$ cat config.mk
export PLATFORM = sky130hd
export DESIGN_NAME = ldtu_tx_scheduler
export DESIGN_NICKNAME = d
export VERILOG_FILES = /design/src/rtl/ldtu_tx_scheduler.sv
export SDC_FILE = /design/constraint.sdc
export NUM_CORES = 1
export LEC_CHECK = 0
export ABC_AREA = 0
export CELL_PAD_IN_SITES_DETAIL_PLACEMENT = 1
export CELL_PAD_IN_SITES_GLOBAL_PLACEMENT = 1
export CORE_ASPECT_RATIO = 1.4
export CORE_MARGIN = 2
export CORE_UTILIZATION = 52
export CTS_BUF_LIST = sky130_fd_sc_hd__clkbuf_8 sky130_fd_sc_hd__clkbuf_16
export CTS_CLUSTER_SIZE = 14
export DETAILED_ROUTE_END_ITERATION = 7
export DONT_BUFFER_PORTS = 1
export GPL_TIMING_DRIVEN = 0
export MAX_ROUTING_LAYER = met4
export PLACE_DENSITY_LB_ADDON = 0.1
export SYNTH_ARGS = -nofsm -noshare
export SYNTH_HDL_FRONTEND = slang
export SYNTH_SLANG_ARGS = --single-unit
$ cat constraint.sdc
create_clock -name CLK -period 11.8 [get_ports CLK]
set_input_delay 1.18 -clock CLK [delete_from_list [all_inputs] [get_ports CLK]]
set_output_delay 1.18 -clock CLK [all_outputs]
set_load 0.02 [all_outputs]
$ cat src/rtl/ldtu_tx_scheduler.sv
// LDTU transmit scheduler: FIFO of encoder words, sync bursts, idle fill.
// Optional drop counter port drop_cnt enabled by LDTU_TX_DROP_CNT_EN.
module ldtu_tx_scheduler #(
  parameter int          DEPTH     = 8,
  parameter int          SYNC_LEN  = 16,
  parameter logic [31:0] SYNC_WORD = 32'h5A5A5A5A,
  parameter logic [31:0] IDLE_WORD = 32'hEAAAAAAA
) (
  input  logic                     CLK,
  input  logic                     reset,
  input  logic                     fallback,
  input  logic                     load_enc,
  input  logic [31:0]              data_enc,
  input  logic                     load_fb,
  input  logic [31:0]              data_fb,
  input  logic                     sync_req,
  input  logic                     ser_ready,
  output logic [31:0]              ser_data,
  output logic [$clog2(DEPTH):0]   fifo_level,
  output logic                     in_sync,
  output logic                     overflow
`ifdef LDTU_TX_DROP_CNT_EN
  ,
  output logic [7:0]               drop_cnt
`endif
);

  localparam int AW = $clog2(DEPTH);
  localparam logic [AW:0]   LVL_MAX = (AW+1)'(DEPTH);
  localparam logic [AW:0]   L1      = 1;
  localparam logic [AW-1:0] P1      = 1;
  localparam logic [7:0]    C_LAST  = 8'(SYNC_LEN - 1);

  typedef enum logic {SYNC, RUN} state_t;

  state_t      state_q, state_d;
  logic [7:0]  cnt_q, cnt_d;
  logic        fb_q;
  logic        toggle, sync_go, sync_step;
  logic        push, empty, full, pop, wr, drop;
  logic [31:0] push_data;
  logic [AW-1:0] rd_ptr, wr_ptr;
  logic [31:0] mem [DEPTH];

  assign toggle    = fallback != fb_q;
  assign sync_go   = toggle | sync_req;
  assign sync_step = !sync_go && state_q == SYNC && ser_ready;
  assign push      = fb_q ? load_fb : load_enc;
  assign push_data = fb_q ? data_fb : data_enc;
  assign empty     = fifo_level == '0;
  assign full      = fifo_level == LVL_MAX;
  assign pop       = !sync_go && state_q == RUN
                     && ser_ready && !empty;
  assign wr        = !toggle && push && (!full || pop);
  assign drop      = !toggle && push && full && !pop;
  assign in_sync   = state_q == SYNC;

  // State and sync counter registers
  always_ff @(posedge CLK) begin
    if (!reset) begin
      state_q <= SYNC;
      cnt_q   <= '0;
    end else begin
      state_q <= state_d;
      cnt_q   <= cnt_d;
    end
  end

  // Next state: restart bursts, count sync words
  always_comb begin
    state_d = state_q;
    cnt_d   = cnt_q;
    unique case (1'b1)
      sync_go: begin
        state_d = SYNC;
        cnt_d   = '0;
      end
      sync_step: begin
        if (cnt_q == C_LAST) begin
          state_d = RUN;
          cnt_d   = '0;
        end else begin
          cnt_d = cnt_q + 8'd1;
        end
      end
      default: ;
    endcase
  end

  // Source select register
  always_ff @(posedge CLK) begin
    fb_q <= fallback;
  end

  // FIFO storage
  always_ff @(posedge CLK) begin
    if (reset && wr) mem[wr_ptr] <= push_data;
  end

  // FIFO pointers and occupancy
  always_ff @(posedge CLK) begin
    if (!reset || toggle) begin
      rd_ptr     <= '0;
      wr_ptr     <= '0;
      fifo_level <= '0;
    end else begin
      if (wr)  wr_ptr <= wr_ptr + P1;
      if (pop) rd_ptr <= rd_ptr + P1;
      unique case ({wr, pop})
        2'b10:   fifo_level <= fifo_level + L1;
        2'b01:   fifo_level <= fifo_level - L1;
        default: ;
      endcase
    end
  end

  // Serializer word: sync, FIFO head or idle
  always_ff @(posedge CLK) begin
    if (!reset) begin
      ser_data <= IDLE_WORD;
    end else if (ser_ready) begin
      if (sync_go || state_q == SYNC)
        ser_data <= SYNC_WORD;
      else if (!empty)
        ser_data <= mem[rd_ptr];
      else
        ser_data <= IDLE_WORD;
    end
  end

  // Sticky drop flag
  always_ff @(posedge CLK) begin
    if (!reset)    overflow <= 1'b0;
    else if (drop) overflow <= 1'b1;
  end

`ifdef LDTU_TX_DROP_CNT_EN
  // Saturating drop counter, survives source toggles
  always_ff @(posedge CLK) begin
    if (!reset)
      drop_cnt <= '0;
    else if (drop && drop_cnt != 8'hFF)
      drop_cnt <= drop_cnt + 8'd1;
  end
`endif

endmodule

==> flow_summary.toml <==
[floorplanning]
core_mm2 = 0.02312
io-pin-count = 109
die_h_um = 185.3
die_x_um = 133.5
die_area_mm2 = 0.02474
row_count = 66
initial_core_util_pct = 52.80

[synthesis]
synth_top_area_cell = "edfxtp_1"
synth-edff-count = 256
async_flop_share_pct = 0
ys_ff_latch = 312
yosys-top-cells-area = "edfxtp_1, mux4_2, dfxtp_1"
syn_area_mm2 = 0.01221
synth_top_area_share_pct = 62.97
synth_flop_cell = "edfxtp_1"
synth_nets = 727
yosysUniqueCellTypes = 49
syn_area_per_cell_um2 = 18.72
synthCells = 652
synth_most_common_cell = "edfxtp_1"
yosysWarnings = 0
synth_common_cells = "edfxtp_1, mux4_2, dfxtp_1, mux2i_1, mux2_2"
synth_seq_area_share_pct = 72.15

[sta]
rsz0062_at_grt = "false"
fmax_mhz = 311.3
slew_violations = 0
setup_viol = 0
finalHoldViolCount = 0
timing.final.crit_share_pct = 27.22
tightest_slew_ns = 1.125
min_period_ns = 3.212
setup_tns_ns = 0
skew_ns = 0.007717
relSlewSlack_pct = 24.98
setup_ws_ns = 8.588

[clock_network]
cts_root_buf = "clkbuf_16"
cts_resized = 0
cts_buffer_depth = 3
postCtsSetupBuffers = 0
clkSinkCount = 312
htreeDepth = 1
cts_hold_buf = 0
numCtsBuffers = 29
clkTransAtPathRegs_ns = 0.06
cts_tree = "yes"
clock_latency_ns = 0.53

[critical_path]
r2r_setup_slack_ns = 8.84
crit_arrival_ns = 3.45
crit-reg2reg-capture = "mem[5][1]"
rr_worst_depth = 7
worst_setup_path_end_kind = "flop"
worst-setup-path-type = "in -> reg"
path_common_cell = "buf_6"
crit_slowest_cell = "nor3_2"
slowest_delay_ns = 0.82
worstPathCellList = "nand3b_1 -> nor2_1 -> o211ai_1 -> nor3_2 -> buf_6 -> buf_6"
cp.required_ns = 12.04
rr_startpoint = "fb_q"
crit_path_start_kind = "primary input"
crit_fanout = 7

[flow_run]
cap_violations = 0

[grt]
grt_usage_pct = 23.99
antenna_found_initial = 0
grt_max_degree = 23
grt_pass1_vias = 6882
grt_pass1_wl_mm = 42.05
grt_overflow_total = 0

[place]
gp_congestion = 0.7703
pre_cts_ws_ns = 8.048
port_buffers = 0
dp_hpwl_mm = 18.95

[routing]
drt_iter0_drc = 362
ant_nets = 0
totalWireLength_mm = 27.91
vias = 6210
first_pass_iters = 5
vias_per_cell = 6.012
wl_per_cell_um = 27.02
drc = 0

[worst_hold_path]
whs_path_depth = 1
min_path_type = "reg -> reg"
hold_end = "cnt_q[7]"
hold_start = "cnt_q[7]"

[outcome]
status = "finished, final reports clean"

[final_layout]
area_delta_synth_final_pct = 13.06
finish.utilization_pct = 59.69
num_antenna_cells = 0
fin_nets = 782
drive_gt1_share_pct = 26.69

[pwr]
leakage_nw = 4.391
powerDensity_mw_per_mm2 = 154.8
total_power_mw = 2.136
peakVddDrop_mv = 0.1443
sequential cells by signal, indices dropped and copies added, names as in the netlist, named ones only:
register / cells
ser_data: 32
fb_q: 1
fifo_level: 4
state_q: 1
mem: 256
cnt_q: 8
wr_ptr: 3
rd_ptr: 3
overflow: 1
layout make-up:
class,count,area [um^2]
buffer,32,166.4
clock buffer,31,753.2
clock inverter,20,112.6
fill,2008,9320
inverter,11,41.29
multi-input combinational,297,3241
sequential,312,8808
tap,306,382.9
timing repair buffer,24,296.5
per-stage QoR:
| stage | hold slack (ns) | instance area (um^2) | cells |
|---|---|---|---|
| after global placement | 0.4480 | 12590 | 958 |
| after floorplan | 0.4330 | 12210 | 652 |
| final | 0.4773 | 13800 | 1033 |
| after CTS | 0.4842 | 13800 | 1033 |
| after detailed placement | 0.4730 | 12940 | 982 |
| after global routing | 0.5353 | 13800 | 1033 |
cells by family after synthesis:
| logic type | count (synthesis) | share of synthesized area, % |
|---|---|---|
| flops | 312 | 72.15 |
| mux | 133 | 17.83 |
| simple gates | 88 | 3.874 |
| compound gates | 62 | 3.249 |
| buf+inv | 43 | 1.701 |
| xor+xnor | 10 | 0.7790 |
| fa+ha+maj | 4 | 0.4100 |
layer usage:
layer / vias up / share of wire, % / global-route usage (%)
met5: - / 0 / -
met4: 0 / 2.1 / 6.085
met3: 43 / 6.2 / 3.585
met2: 195 / 52 / 41.36
met1: 3268 / 39 / 30.16
li1: 2704 / - / -
how the worst max path moves through the flow:
| stage | startpoint | end | slack, ns | cells past startpoint |
|---|---|---|---|---|
| 4_1_cts | sync_req | mem[5][1] | 8.60 | 6 |
| 5_1_grt | sync_req | mem[5][23] | 8.50 | 6 |
| 3_5_place_dp | sync_req | mem[5][1] | 8.05 | 6 |
| 3_3_place_gp | sync_req | mem[1][9] | 2.76 | 4 |
| 6_report | sync_req | mem[5][1] | 8.59 | 6 |
| 2_1_floorplan | sync_req | mem[1][0] | 6.33 | 4 |
cells in the final DEF (no fill, tap or decap), types with 4 or more instances in the layout:
master / count
inv_1: 25
clkbuf_16: 29
xor2_1: 6
mux2_2: 32
mux4_2: 64
buf_6: 17
nor3_1: 4
o21ai_0: 16
mux2i_1: 36
clkbuf_1: 9
buf_1: 10
o221ai_1: 8
dfxtp_1: 56
ha_1: 4
nand2_1: 24
nand3_1: 4
edfxtp_1: 256
nor3_2: 6
nor2_1: 25
a21oi_1: 22
buf_4: 12
critical path, delay by kind of cell:
family                 cells  cell delay [ns]
buffers and inverters      2             0.42
AOI/OAI and AO/OA          1             0.41
and+or+nand+nor            3             1.44
power breakdown:
part           switching [mW]  leakage, nW  internal, mW
clock                   0.378        0.480         0.477
combinational          0.0427         1.15        0.0220
sequential             0.0106         2.76          1.21
Note: power is estimated with default switching activity, not from simulation.
